===== config.mk =====
export PLATFORM = sky130hd
export DESIGN_NAME = cpu_seq_ctrl_flat
export DESIGN_NICKNAME = d
export VERILOG_FILES = /design/src/rtl/cpu_seq_ctrl_if.sv /design/src/rtl/cpu_seq_ctrl.sv /design/src/flat_wrapper.sv
export SDC_FILE = /design/constraint.sdc
export NUM_CORES = 1
export LEC_CHECK = 0
export ABC_AREA = 1
export CORE_MARGIN = 2
export CORE_UTILIZATION = 44
export CTS_CLUSTER_SIZE = 20
export DETAILED_ROUTE_END_ITERATION = 8
export PLACE_DENSITY = 0.81
export REMOVE_ABC_BUFFERS = 1
export SLEW_MARGIN = 10
export SYNTH_ARGS = -nofsm -noshare
export SYNTH_HDL_FRONTEND = slang
export SYNTH_SLANG_ARGS = --single-unit

===== constraint.sdc =====
create_clock -name clk -period 1.8 [get_ports clk]
set_input_delay 0.36 -clock clk [delete_from_list [all_inputs] [get_ports clk]]
set_output_delay 0.36 -clock clk [all_outputs]
set_load 0.01 [all_outputs]

===== src/rtl/cpu_seq_ctrl_if.sv =====
// Control bus between the sequencing FSM and the CR16-subset datapath.
// master = the sequencer (cpu_seq_ctrl), slave = datapath / memory side.
interface cpu_seq_ctrl_if #(
    parameter int DATA_WIDTH = 16,
    parameter int REG_BITS   = 4
) ();
    logic                  run;
    logic [DATA_WIDTH-1:0] mem_rd_data;
    logic [DATA_WIDTH-1:0] ir;
    logic                  pc_en;
    logic                  mem_addr_sel;
    logic                  mem_we;
    logic                  rf_wr_en;
    logic [REG_BITS-1:0]   rf_addr1;
    logic [REG_BITS-1:0]   rf_addr2;
    logic                  wb_sel;
    logic [3:0]            alu_op;
    logic                  alu_src_imm;
    logic [DATA_WIDTH-1:0] imm_out;
    logic                  flags_wr_en;
    logic                  halted;
    logic [15:0]           retired;

    modport master (
        input  run, mem_rd_data,
        output ir, pc_en, mem_addr_sel, mem_we, rf_wr_en, rf_addr1, rf_addr2,
               wb_sel, alu_op, alu_src_imm, imm_out, flags_wr_en, halted, retired
    );

    modport slave (
        output run, mem_rd_data,
        input  ir, pc_en, mem_addr_sel, mem_we, rf_wr_en, rf_addr1, rf_addr2,
               wb_sel, alu_op, alu_src_imm, imm_out, flags_wr_en, halted, retired
    );
endinterface


===== src/rtl/cpu_seq_ctrl.sv =====
// Multi-cycle sequencer for the 16-bit CR16-subset datapath:
// FETCH -> DECODE -> EXEC [-> LOAD_WB] -> FETCH, with a sticky halt on
// illegal opcodes and a wrapping retired-instruction counter.
// The instruction encoding is fixed at 16 bits; DATA_WIDTH must stay 16.
module cpu_seq_ctrl #(
    parameter int DATA_WIDTH = 16,
    parameter int REG_BITS   = 4
) (
    input  logic             clk,
    input  logic             reset_n,
    cpu_seq_ctrl_if.master   bus
);

    typedef enum logic [2:0] {
        S_FETCH,
        S_DECODE,
        S_EXEC,
        S_LOAD_WB,
        S_HALT
    } state_e;

    localparam logic [3:0] OP_CMP = 4'hB;

    state_e                state_q, state_d;
    logic [DATA_WIDTH-1:0] ir_q;
    logic                  halted_q;
    logic [15:0]           retired_q;

    // Raw strobes before reset gating, plus bookkeeping events.
    logic pc_en_raw, mem_we_raw, rf_wr_en_raw, flags_wr_en_raw;
    logic mem_addr_sel, wb_sel, alu_src_imm;
    logic halt_set, retire;

    // Instruction fields and decode.
    logic [3:0] opcode, ext, op_sel;
    logic       is_r, is_i, is_alu, is_load, is_stor;
    logic       sign_ext;

    function automatic logic is_alu_code(input logic [3:0] c);
        case (c)
            4'h1, 4'h2, 4'h3, 4'h5, 4'h9, 4'hB, 4'hD: return 1'b1;
            default:                                  return 1'b0;
        endcase
    endfunction

    assign opcode  = ir_q[15:12];
    assign ext     = ir_q[7:4];
    assign is_r    = (opcode == 4'h0) && is_alu_code(ext);
    assign is_i    = is_alu_code(opcode);
    assign is_alu  = is_r || is_i;
    assign is_load = (opcode == 4'h4) && (ext == 4'h0);
    assign is_stor = (opcode == 4'h4) && (ext == 4'h4);
    assign op_sel  = is_r ? ext : opcode;

    // Arithmetic immediates (ADD/SUB/CMP/MOV) are signed, logical ones unsigned.
    assign sign_ext = (opcode == 4'h5) || (opcode == 4'h9) ||
                      (opcode == 4'hB) || (opcode == 4'hD);

    // Next-state and per-state control decode.
    always_comb begin
        // NOTE: every output gets a default first so no path leaves one unassigned (no latches).
        state_d         = state_q;
        pc_en_raw       = 1'b0;
        mem_we_raw      = 1'b0;
        rf_wr_en_raw    = 1'b0;
        flags_wr_en_raw = 1'b0;
        mem_addr_sel    = 1'b0;
        wb_sel          = 1'b0;
        alu_src_imm     = 1'b0;
        halt_set        = 1'b0;
        retire          = 1'b0;

        case (state_q)
            S_FETCH: begin
                if (bus.run) state_d = S_DECODE;
            end
            S_DECODE: begin
                state_d = S_EXEC;
            end
            S_EXEC: begin
                if (is_alu) begin
                    alu_src_imm     = is_i;
                    rf_wr_en_raw    = (op_sel != OP_CMP);
                    flags_wr_en_raw = (op_sel == 4'h5) || (op_sel == 4'h9) || (op_sel == OP_CMP);
                    pc_en_raw       = 1'b1;
                    retire          = 1'b1;
                    state_d         = S_FETCH;
                end else if (is_load) begin
                    mem_addr_sel = 1'b1;
                    state_d      = S_LOAD_WB;
                end else if (is_stor) begin
                    mem_addr_sel = 1'b1;
                    mem_we_raw   = 1'b1;
                    pc_en_raw    = 1'b1;
                    retire       = 1'b1;
                    state_d      = S_FETCH;
                end else begin
                    halt_set = 1'b1;
                    state_d  = S_HALT;
                end
            end
            S_LOAD_WB: begin
                wb_sel       = 1'b1;
                rf_wr_en_raw = 1'b1;
                pc_en_raw    = 1'b1;
                retire       = 1'b1;
                state_d      = S_FETCH;
            end
            S_HALT: begin
                state_d = S_HALT;
            end
            default: begin
                state_d = S_FETCH;
            end
        endcase
    end

    // State, instruction register, halt flag and retired counter.
    always_ff @(posedge clk) begin
        // NOTE: sequential state uses non-blocking assignments so all flops see pre-edge values.
        if (!reset_n) begin
            state_q   <= S_FETCH;
            ir_q      <= '0;
            halted_q  <= 1'b0;
            retired_q <= '0;
        end else begin
            state_q <= state_d;
            if (state_q == S_DECODE) ir_q <= bus.mem_rd_data;
            if (halt_set)            halted_q <= 1'b1;
            if (retire)              retired_q <= retired_q + 16'd1;
        end
    end

    // NOTE: reset is synchronous, so strobes are gated by reset_n to stop a write completing at the reset edge.
    assign bus.pc_en       = pc_en_raw       & reset_n;
    assign bus.mem_we      = mem_we_raw      & reset_n;
    assign bus.rf_wr_en    = rf_wr_en_raw    & reset_n;
    assign bus.flags_wr_en = flags_wr_en_raw & reset_n;

    assign bus.mem_addr_sel = mem_addr_sel;
    assign bus.wb_sel       = wb_sel;
    assign bus.alu_src_imm  = alu_src_imm;
    assign bus.alu_op       = op_sel;
    assign bus.imm_out      = sign_ext ? {{(DATA_WIDTH-8){ir_q[7]}}, ir_q[7:0]}
                                       : {{(DATA_WIDTH-8){1'b0}},    ir_q[7:0]};
    assign bus.rf_addr1     = ir_q[8 +: REG_BITS];
    assign bus.rf_addr2     = ir_q[0 +: REG_BITS];
    assign bus.ir           = ir_q;
    assign bus.halted       = halted_q;
    assign bus.retired      = retired_q;

endmodule


===== src/flat_wrapper.sv =====
// flat-port wrapper written by rule: the top's interface ports become plain ports
module cpu_seq_ctrl_flat 
#(
    parameter int DATA_WIDTH = 16,
    parameter int REG_BITS   = 4
)
  (clk, reset_n, bus_run, bus_mem_rd_data, bus_ir, bus_pc_en, bus_mem_addr_sel, bus_mem_we, bus_rf_wr_en, bus_rf_addr1, bus_rf_addr2, bus_wb_sel, bus_alu_op, bus_alu_src_imm, bus_imm_out, bus_flags_wr_en, bus_halted, bus_retired);
  cpu_seq_ctrl_if #(.DATA_WIDTH(DATA_WIDTH), .REG_BITS(REG_BITS)) bus_i ();
  input  logic clk;
  input  logic reset_n;
  input wire logic [$bits(bus_i.run)-1:0] bus_run;
  input wire logic [$bits(bus_i.mem_rd_data)-1:0] bus_mem_rd_data;
  output wire logic [$bits(bus_i.ir)-1:0] bus_ir;
  output wire logic [$bits(bus_i.pc_en)-1:0] bus_pc_en;
  output wire logic [$bits(bus_i.mem_addr_sel)-1:0] bus_mem_addr_sel;
  output wire logic [$bits(bus_i.mem_we)-1:0] bus_mem_we;
  output wire logic [$bits(bus_i.rf_wr_en)-1:0] bus_rf_wr_en;
  output wire logic [$bits(bus_i.rf_addr1)-1:0] bus_rf_addr1;
  output wire logic [$bits(bus_i.rf_addr2)-1:0] bus_rf_addr2;
  output wire logic [$bits(bus_i.wb_sel)-1:0] bus_wb_sel;
  output wire logic [$bits(bus_i.alu_op)-1:0] bus_alu_op;
  output wire logic [$bits(bus_i.alu_src_imm)-1:0] bus_alu_src_imm;
  output wire logic [$bits(bus_i.imm_out)-1:0] bus_imm_out;
  output wire logic [$bits(bus_i.flags_wr_en)-1:0] bus_flags_wr_en;
  output wire logic [$bits(bus_i.halted)-1:0] bus_halted;
  output wire logic [$bits(bus_i.retired)-1:0] bus_retired;
  assign bus_i.run = bus_run;
  assign bus_i.mem_rd_data = bus_mem_rd_data;
  assign bus_ir = bus_i.ir;
  assign bus_pc_en = bus_i.pc_en;
  assign bus_mem_addr_sel = bus_i.mem_addr_sel;
  assign bus_mem_we = bus_i.mem_we;
  assign bus_rf_wr_en = bus_i.rf_wr_en;
  assign bus_rf_addr1 = bus_i.rf_addr1;
  assign bus_rf_addr2 = bus_i.rf_addr2;
  assign bus_wb_sel = bus_i.wb_sel;
  assign bus_alu_op = bus_i.alu_op;
  assign bus_alu_src_imm = bus_i.alu_src_imm;
  assign bus_imm_out = bus_i.imm_out;
  assign bus_flags_wr_en = bus_i.flags_wr_en;
  assign bus_halted = bus_i.halted;
  assign bus_retired = bus_i.retired;
  cpu_seq_ctrl #(.DATA_WIDTH(DATA_WIDTH), .REG_BITS(REG_BITS)) u_core (.clk(clk), .reset_n(reset_n), .bus(bus_i));
endmodule

# [Word-level counts from Yosys, hierarchy flattened]
# Cells that the tools add are included.
[classes] add_sub_neg=1 n_eq_ne=25 mux=29 bitwise=4 reduce_logical=14
[ops] operator="equality test 4 bit (second input constant)" n=8
[ops] operator="equality test 4 x 3 -> 1 bit (second input constant)" n=5
[ops] operator="2-to-1 mux 1 bit" n=20
[ops] operator="adder 16 x 1 -> 16 bit (second input constant)" n=1
[ops] operator="equality test 4 x 2 -> 1 bit (second input constant)" n=4
[ops] operator="2-to-1 mux 16 bit" n=1
[ops] operator="OR reduction 7 bit" n=2
[ops] operator="2-to-1 mux 3 bit" n=4
[ops] operator="case mux 3 bit (4 select lines)" n=1
[ops] operator="equality test 4 x 1 -> 1 bit (second input constant)" n=2
[ops] operator="zero test 4 bit" n=2
[ops] operator="equality test 3 x 2 -> 1 bit (second input constant)" n=2
[ops] operator="logical OR 1 bit" n=6
[ops] operator="AND 1 bit" n=4
[ops] operator="2-to-1 mux 4 bit" n=1
[ops] operator="inequality test 4 bit (second input constant)" n=1
[ops] operator="case mux 1 bit (2 select lines)" n=2
[ops] operator="equality test 3 x 1 -> 1 bit (second input constant)" n=1
[ops] operator="equality test 3 bit (second input constant)" n=1
[ops] operator="logical AND 1 bit" n=3
[ops] operator="zero test 3 bit" n=1
[ops] operator="inequality test 2 bit (second input constant)" n=1
[word_totals] register_bits=36 in_bits=19 output_inout_bits=68 word_cells=77

# [Logic depth before layout (Yosys ltp)]
# Gate-level depths: netlist of run 1.
[logic_depth] depth_word=11 depth_mapped=10 mapped_depth_nobuf=10

# [Worst setup path before layout of run 1]
# OpenSTA, ideal clock, no wires.
[synth_path] path_kind="register to output" start="register u_core.ir_q[13], in the netlist u_core.bus.ir[13]" end="output port bus_imm_out[10]" arrival_time_ns=1.422 required_time_ns=1.440 path_slack_ns=0.018 stages_incl_launch_ff=5 n_path_buf=1 path_cell_list="dfxtp_1 -> inv_1 -> o21ai_2 -> nor3_1 -> buf_4"
[synth_between] elab_chain_cells=5 elab_cells_between_ends=8 classes_between="4 x eq/ne; 1 x mux; 3 x reduce/logical"
[synth_rtl] element="start: declaration" line_no="cpu_seq_ctrl.sv:25" text="logic [DATA_WIDTH-1:0] ir_q;"
[synth_rtl] element="start signal: assignment" line_no="cpu_seq_ctrl.sv:128" text="if (state_q == S_DECODE) ir_q <= bus.mem_rd_data;"
[synth_rtl] element="equality test 4 x 3 -> 1 bit or equality test 4 bit (tied branches)" line_no="cpu_seq_ctrl.sv:56" text="assign sign_ext = (opcode == 4'h5) || (opcode == 4'h9) ||"
[synth_rtl] element="logical OR 1 bit (2 in series)" line_no="cpu_seq_ctrl.sv:56"
[synth_rtl] element="logical OR 1 bit *" line_no="cpu_seq_ctrl.sv:57" text="(opcode == 4'hB) || (opcode == 4'hD);"
[synth_rtl] element="2-to-1 mux 16 bit *" line_no="cpu_seq_ctrl.sv:144" text="assign bus.imm_out = sign_ext ? {{(DATA_WIDTH-8){ir_q[7]}}, ir_q[7:0]}"
[synth_rtl] element="end: declaration" line_no="flat_wrapper.sv:23" text="output wire logic [$bits(bus_i.imm_out)-1:0] bus_imm_out;"
# Mark *: on every way between the ends. The rest lies on a longest branch, timed or not.

# [Worst setup path after layout of run 1]
[layout_path] start="register u_core.ir_q[13], in the netlist u_core.bus.ir[13]" end="output port bus_flags_wr_en"
[layout_between] elab_chain_cells=9 elab_cells_between_ends=21 classes_between="10 x eq/ne; 4 x mux; 1 x bitwise; 6 x reduce/logical"
[layout_rtl] element="zero test 4 bit" line_no="cpu_seq_ctrl.sv:48" text="assign is_r = (opcode == 4'h0) && is_alu_code(ext);"
[layout_rtl] element="logical AND 1 bit" line_no="cpu_seq_ctrl.sv:48"
[layout_rtl] element="2-to-1 mux 4 bit" line_no="cpu_seq_ctrl.sv:53" text="assign op_sel = is_r ? ext : opcode;"
[layout_rtl] element="equality test 4 x 3 -> 1 bit or equality test 4 bit (tied branches)" line_no="cpu_seq_ctrl.sv:84" text="flags_wr_en_raw = (op_sel == 4'h5) || (op_sel == 4'h9) || (op_sel == OP_CMP);"
[layout_rtl] element="logical OR 1 bit (2 in series)" line_no="cpu_seq_ctrl.sv:84"
[layout_rtl] element="2-to-1 mux 1 bit *" line_no="cpu_seq_ctrl.sv:81" text="if (is_alu) begin"
[layout_rtl] element="2-to-1 mux 1 bit *" line_no="cpu_seq_ctrl.sv:73" text="case (state_q)"
[layout_rtl] element="AND 1 bit *" line_no="cpu_seq_ctrl.sv:138" text="assign bus.flags_wr_en = flags_wr_en_raw & reset_n;"
[layout_rtl] element="end: declaration" line_no="flat_wrapper.sv:24" text="output wire logic [$bits(bus_i.flags_wr_en)-1:0] bus_flags_wr_en;"
# Marked as above.

==> results of run 1 <==
## layout make-up
| class | count | area (um2) | area share |
|---|---|---|---|
| flip-flops and latches | 36 | 738 | 0.218 |
| repair buffers | 126 | 1130 | 0.334 |
| inverters | 33 | 129 | 0.0380 |
| clock buffers | 7 | 96.3 | 0.0284 |
| multi-input cells | 209 | 1210 | 0.357 |
| well taps | 67 | 83.8 | 0.0247 |
## flip-flops by register name, summed over array words and instances (netlist names)
signal,flops
u_core.bus.retired,16
u_core.bus.halted,1
u_core.state_q,3
u_core.bus.ir,16
## what timing repair did
item	in CTS	in global routing
endpoints found under the setup margin	19	18
hold endpoints to repair	0	0
gates cloned	0	0
pin swaps	13	10
buffers inserted	3	2
resized for setup	92	29
## power by group through the flow
stage,logic (mW),registers (mW),clock network [mW]
CTS,1.42,0.991,0.634
floorplan,0.535,1.06,0
global placement,1.32,0.982,0
detailed placement,1.34,0.988,0
global route,1.59,1.01,0.668
finish,1.49,1.00,0.617
## metrics by stage
stage	TNS (ps)	utilization
floorplan	-6470	-
global placement	-2060	0.667
detailed placement	-2680	0.667
CTS	-1620	0.707
global route	-1900	0.713
finish	-1110	0.713
## cells by family (layout without fill, tap and decap cells)
family / Yosys count / count (layout)
AND/OR/NAND/NOR: 153 / 153
buffers and inverters: 66 / 166
AO/OA/AOI/OAI: 47 / 47
flip-flops: 36 / 36
XOR/XNOR: 8 / 8
adder cells (fa/ha/maj): 1 / 1
## worst max-delay path: cells and delay by family, from the launching register on
kind	cells	cell delay (ps)
buffers and inverters	2	220
DFF	1	370
AOI/OAI and AO/OA	1	130
and+or+nand+nor	6	680
## per-layer routing
metal	part of all wire	track usage	vias to the layer above
met5	0	0	-
met4	0.013	0.0853	0
met3	0.031	0.0298	7
met2	0.53	0.427	55
met1	0.42	0.289	1101
li1	-	-	1179
## layout by cell type (no fill, tap or decap), types with 5 or more instances in the layout
cell type,count
sky130_fd_sc_hd__buf_6,9
sky130_fd_sc_hd__buf_4,39
sky130_fd_sc_hd__nand2_1,40
sky130_fd_sc_hd__dfxtp_2,5
sky130_fd_sc_hd__a21oi_2,9
sky130_fd_sc_hd__o21ai_0,18
sky130_fd_sc_hd__nand3_1,28
sky130_fd_sc_hd__buf_2,8
sky130_fd_sc_hd__xor2_1,8
sky130_fd_sc_hd__nor2_1,37
sky130_fd_sc_hd__dfxtp_1,28
sky130_fd_sc_hd__inv_1,26
sky130_fd_sc_hd__nor3_1,5
sky130_fd_sc_hd__nand4_1,6
sky130_fd_sc_hd__clkbuf_8,7
sky130_fd_sc_hd__inv_2,5
sky130_fd_sc_hd__nand2_2,14
sky130_fd_sc_hd__clkdlybuf4s50_1,67
sky130_fd_sc_hd__a21oi_1,17
sky130_fd_sc_hd__nor2_4,9
## final timing paths
| kind | endpoint | from | slack, ps | cells after the start |
|---|---|---|---|---|
| hold / removal | u_core.bus.halted$_SDFFE_PN0P_ | u_core.bus.halted$_SDFFE_PN0P_ | 460 | 2 |
| hold reg to reg | u_core.bus.halted$_SDFFE_PN0P_ | u_core.bus.halted$_SDFFE_PN0P_ | 460 | 2 |
| setup / recovery | bus_flags_wr_en | u_core.bus.ir[13]$_SDFFE_PN0N_ | -240 | 9 |
| setup reg to reg | u_core.bus.retired[9]$_SDFFE_PN0P_ | u_core.bus.ir[15]$_SDFFE_PN0N_ | 150 | 11 |
==> results.txt, run 1 <==
----------------------------------------------------
[Timing]
  Min setup slack post-route ... -241 ps
  Period minus WS final ... approximately 2000 ps
  Portion of the clock cycle consumed by the worst path in the final layout ... 1.13
  Worst setup skew after layout ... 7.16 ps
  Total setup violations reported at the end of the flow ... 8
  Achievable clock frequency ... 490 MHz
  Final slew viol count ... 0
  Worst relative slew slack ... 0.701
  Number of hold violations in the final report ... 0
  Worst Tran Pin Value ... between 400 and 500 ps
  Hold WS ... roughly 460 ps
  Setup repair after global routing missed its margin ... yes

[Logic synthesis]
  Largest family of logic cells by synthesized area ... simple AND/OR/NAND/NOR gates
  Post-synth design cell area ... ~2200 um2
  Most frequent cell after synthesis ... sky130_fd_sc_hd__nand2_1
  Post-Synth Adder-Cell Area ... 0.00571
  Synth unique cells ... 28
  Seq/Total Area, Yosys ... 0.329
  Fraction of the mapped netlist area in compound gates ... 0.127
  Async set-or-reset flop fraction in the synthesized netlist ... 0
  Post-synth EDFFs ... 0
  Top cell types by occurrence after synthesis ... sky130_fd_sc_hd__nand2_1 (45), sky130_fd_sc_hd__nor2_1 (41), sky130_fd_sc_hd__dfxtp_1 (36), sky130_fd_sc_hd__inv_1 (31), sky130_fd_sc_hd__nand3_1 (31)
  Share of synthesized area spent on multiplexers ... 0
  Synth Area in Simple Gates ... 0.342
  Parity-gate share of the synthesized area counting xor and xnor cells ... 0.0320
  Synthesized instance count ... between 300 and 400
  Share of Yosys cell area claimed by the top area cell type ... 0.329
  Number of warning messages in the yosys log ... 0
  Post-synth top flop ... sky130_fd_sc_hd__dfxtp_1
  Average footprint of a synthesized cell ... between 7 and 8 um2
  Cells taking the most area after synthesis ... sky130_fd_sc_hd__dfxtp_1 (33%), sky130_fd_sc_hd__buf_4 (7.9%), sky130_fd_sc_hd__nand2_1 (7.7%)
  Synthesis-stage register bit count ... 36
  Largest area contributor in the synthesized netlist ... sky130_fd_sc_hd__dfxtp_1

[Final layout]
  Growth of design area from synthesis to finish ... 54.7%
  Final cell area excluding filler cells ... roughly 3400 um2
  Post-route insts no fill ... between 400 and 500
  Share of post-route cells with drive strength above 1 ... 0.304
  Number of fill cells ... roughly 380
  Antenna Diode Count ... 0
  Nets ... 431

[Clocking]
  CTS buffer count ... 5
  Post-cts hold buffer count ... 0
  CTS H-Tree Depth ... 2
  TritonCTS clock tree ... done
  Clock-pin slew on the worst setup and hold paths ... 70 ps
  Clock root cell ... sky130_fd_sc_hd__clkbuf_8
  Clock latency reported for the late side of the worst-skew pair ... between 200 and 300 ps
  Clock sink count ... 36
  Deepest clock path buffer count ... 2

[Global routing]
  Overflow left after global routing ... 0
  Global-route wire length before repair ... 10,200 um
  Number of global-route vias before repair ... between 2,000 and 2,500
  Overall Global Routing Usage ... 0.237
  Maximum number of pins on one net before global-route repair ... 20
  Antenna violations before repair ... 0

[Status]
  Outcome ... finished with violations
  Failing checks ... setup timing

[Worst setup path]
  Master of the slowest instance on the critical path ... sky130_fd_sc_hd__dfxtp_4
  Critical path data required time ... around 1400 ps
  Highest cell delay on the worst timing path ... 370 ps
  Peak fanout along the critical path ... 5
  CP arrival ... between 1500 and 2000 ps
  Most frequent cell on the critical path ... sky130_fd_sc_hd__nor2_4
  Crit. End Element ... output pin
  Chain of cells forming the critical path ... nor2_4, nand2_2, nor2_4, and2_4, nor2_8, inv_4, nand3_1, a21oi_1, buf_2
  Kind of critical path ... flip-flop to output pin
  CP startpoint kind ... flip-flop

[Die]
  Std-Cell Rows ... 25
  Total die area ... roughly 5600 um2
  IO Pins ... 87
  Vert. Die Dim ... 74.6 um
  Effective utilization at floorplan ... 0.461
  Die X-Extent ... 74.6 um
  Floorplan core area ... roughly 4800 um2

[Drt]
  Wire length reported by the detailed router ... approximately 6400 um
  Initial DRT Pass Iterations ... 4
  Average via count per standard cell ... 4.90
  Post-detailed-route DRC marker count ... 0
  Overall via count from detail_route ... between 2,000 and 2,500
  DRT antenna net count ... 0
  Routed WL per cell ... roughly 13 um
  Iteration-0 DRC Markers ... between 150 and 200

[Power and ir drop]
  VDD IR-drop max ... between 500 and 600 uV
  Total power ... just over 3 mW
  Combinational power share ... 0.479
  Relative contribution of sequential cells to total power ... 0.322
  Static leakage ... between 1 and 1.5 nW
  Internal power summed over all cells ... 1.97 mW
  Switching share of total power ... 0.368
  Clock Power Share ... 0.198
  Power per cell area ... about 920 nW/um2
  Power dissipated by switching net loads ... around 1.1 mW

[Min path]
  Hold Path Class ... flip-flop to flip-flop

[Placed design]
  Buffers on Ports ... 86
  Worst setup slack after placement ... -447 ps
  Placed cells ... 467
  Standard cell area after detailed placement ... around 3200 um2
  GPL Wtd Cong ... roughly 0.88
  DPL Wire Length ... about 4500 um

[Run]
  Number of maximum-capacitance constraint violations ... 0

----------------------------------------------------
Power figures use the tool's default switching activity.
==> run 2: changes to the inputs <==
--- a/config.mk
+++ b/config.mk
@@ -8,8 +8,8 @@
 export ABC_AREA = 1
 export CORE_MARGIN = 2
-export CORE_UTILIZATION = 44
+export CORE_UTILIZATION = 39
 export CTS_CLUSTER_SIZE = 20
 export DETAILED_ROUTE_END_ITERATION = 8
-export PLACE_DENSITY = 0.81
+export PLACE_DENSITY = 0.76
 export REMOVE_ABC_BUFFERS = 1
 export SLEW_MARGIN = 10
==> constraint.sdc (replaced) <==
create_clock -name clk -period 1.7 [get_ports clk]
set_input_delay 0.34 -clock clk [delete_from_list [all_inputs] [get_ports clk]]
set_output_delay 0.34 -clock clk [all_outputs]
set_load 0.05 [all_outputs]
==> run 2 against run 1 <==
  * Worst hold slack better by 11 ps
  * The flow still finishes with violations (setup timing)
  * Clock skew increased by 2.1 ps
  * Final cell count is 2.5% higher
  * Flip-flop and latch count unchanged
  * Largest power group unchanged
==> results.txt, run 2 (synthesis gave the netlist of run 1 again) <==
----------------------------------------------------
[Timing]
  Min setup slack post-route ... -410 ps
  Portion of the clock cycle consumed by the worst path in the final layout ... 1.24
  Achievable clock frequency ... between 400 and 500 MHz
  Period minus WS final ... about 2100 ps
  Number of hold violations in the final report ... 0
  Worst relative slew slack ... 0.713
  Worst setup skew after layout ... between 9 and 10 ps
  Hold WS ... about 470 ps
  Setup repair after global routing missed its margin ... yes
  Total setup violations reported at the end of the flow ... 18
  Worst Tran Pin Value ... between 400 and 500 ps
  Final slew viol count ... 0

[Drt]
  Initial DRT Pass Iterations ... 4
  Overall via count from detail_route ... roughly 2,500
  Routed WL per cell ... between 15 and 20 um
  Wire length reported by the detailed router ... roughly 7500 um
  Post-detailed-route DRC marker count ... 0
  DRT antenna net count ... 0
  Iteration-0 DRC Markers ... 231
  Average via count per standard cell ... approximately 5.1

[Placed design]
  Standard cell area after detailed placement ... roughly 3300 um2
  Buffers on Ports ... 86
  GPL Wtd Cong ... ~0.92
  DPL Wire Length ... ~4600 um

[Die]
  Vert. Die Dim ... ~79 um
  Effective utilization at floorplan ... 0.400
  Floorplan core area ... 5470 um2
  Std-Cell Rows ... 27
  IO Pins ... 87
  Total die area ... ~6200 um2
  Die X-Extent ... 79.0 um

[Power and ir drop]
  Power per cell area ... between 1000 and 1500 nW/um2
  Static leakage ... 1.54 nW
  VDD IR-drop max ... ~700 uV

[Global routing]
  Global-route wire length before repair ... 11,000 um
  GR Layer Usage met1 ... 0.271
  Maximum number of pins on one net before global-route repair ... 20
  Met2 track demand over resource in global routing ... 0.387
  Top Usage Layer GRT ... met2
  Overall Global Routing Usage ... 0.220
  Met3 usage in global routing ... 0.0375
  Overflow left after global routing ... 0
  Number of global-route vias before repair ... between 2,000 and 2,500
  Antenna violations before repair ... 0

[Final layout]
  Nets ... 437
  Antenna Diode Count ... 0
  Leading cell type in the layout, fill and taps excluded ... sky130_fd_sc_hd__buf_4
  Most used cells in the layout excluding fill and tap cells ... sky130_fd_sc_hd__buf_4 (83), sky130_fd_sc_hd__nand2_1 (41), sky130_fd_sc_hd__nor2_1 (35)
  Final Util ... 0.671
  Share of post-route cells with drive strength above 1 ... 0.445
  Growth of design area from synthesis to finish ... 67.5%
  Final cell area excluding filler cells ... ~3700 um2

[Clocking]
  TritonCTS clock tree ... done
  Clock sink count ... 36
  CTS buffer count ... 5
  Clock root cell ... sky130_fd_sc_hd__clkbuf_8
  Deepest clock path buffer count ... 2
  Clock latency reported for the late side of the worst-skew pair ... approximately 290 ps
  Clock-pin slew on the worst setup and hold paths ... about 80 ps
  Post-cts hold buffer count ... 0
  CTS H-Tree Depth ... 2

[Status]
  Failing checks ... setup timing
  Outcome ... finished with violations

[Worst setup path]
  Peak fanout along the critical path ... 3
  End of the worst register-to-register path ... u_core.bus.retired[7]$_SDFFE_PN0P_
  Kind of critical path ... flip-flop to output pin
  Flop2flop setup slack ... 30 ps
  R2R Path Start ... u_core.bus.ir[12]$_SDFFE_PN0N_
  CP arrival ... between 1500 and 2000 ps
  R2R depth ... 11
  CP startpoint kind ... flip-flop
  Crit. End Element ... output pin
  Critical path data required time ... 1360 ps

[Min path]
  Launch point of the worst hold path ... u_core.bus.halted$_SDFFE_PN0P_
  Worst Hold Depth ... 2
  Min-Delay Endpoint ... u_core.bus.halted$_SDFFE_PN0P_
  Hold Path Class ... flip-flop to flip-flop

[Run]
  Number of maximum-capacitance constraint violations ... 0

----------------------------------------------------
-- run 2: cell types whose count changed in the layout (fill, tap and decap cells not counted), sizes merged --
| cell | change |
|---|---|
| buf | +58 |
| dlygate4sd2 | -2 |
| clkdlybuf4s15 | -1 |
| clkinvlp | +1 |
| clkdlybuf4s50 | -49 |
-- run 2: how the worst max path moves through the flow --
stage	start	endpoint	slack (ps)	cells past startpoint
2_1_floorplan	u_core.bus.ir[7]$_SDFFE_PN0N_	bus_imm_out[10]	-7750	2
3_3_place_gp	reset_n	bus_flags_wr_en	-140	6
5_1_grt	u_core.bus.ir[12]$_SDFFE_PN0N_	bus_rf_wr_en	-480	12
3_5_place_dp	reset_n	bus_mem_we	-200	5
4_1_cts	u_core.bus.ir[13]$_SDFFE_PN0N_	bus_flags_wr_en	-310	10
6_report	u_core.bus.ir[12]$_SDFFE_PN0N_	bus_mem_addr_sel	-410	9
-- run 2: worst max-delay path, stage by stage, from the launching register on --
cell and delay [ps]:
sky130_fd_sc_hd__dfxtp_2 350, sky130_fd_sc_hd__nor2_4 150, sky130_fd_sc_hd__buf_4 130, sky130_fd_sc_hd__buf_4 100
sky130_fd_sc_hd__nand3_4 90, sky130_fd_sc_hd__nor2_2 150, sky130_fd_sc_hd__nor2_1 100, sky130_fd_sc_hd__nor3_2 160
sky130_fd_sc_hd__buf_4 140, sky130_fd_sc_hd__buf_12 120
-- run 2: stage by stage --
stage          std cells  setup slack (ps)  power [mW]  TNS [ps]
2_1_floorplan        278             -7750        2.27    -77270
3_3_place_gp         472              -144        3.08      -549
3_5_place_dp         472              -204        3.11      -741
4_1_cts              487              -312        3.94     -3260
5_1_grt              490              -480        4.30     -6160
6_report             490              -410        4.13     -5120
-- run 2: what timing repair did --
item / 4_1_cts / 5_1_grt
pin swaps: 12 / 8
setup endpoints to repair: 18 / 24
buffers inserted: 8 / 5
gates resized for setup: 42 / 19
-- run 2: power by group --
group,switching [mW],internal [mW]
clock network,0.321,0.330
logic,1.52,0.896
registers,0.115,0.947
total,1.96,2.17
-- run 2: area by class of cell --
class	instances	area, um2
fill	414	1800
timing repair buffer	132	1360
multi-input combinational	209	1250
sequential	36	734
inverter	33	134
tap	72	90.1
clock buffer	7	86.3
clock inverter	1	7.51
-- run 2: per-layer routing --
layer / routed length, um / share of wire
met5: 0 / 0
met2: 3840 / 0.51
met1: 2880 / 0.38
met3: 434 / 0.058
met4: 347 / 0.046
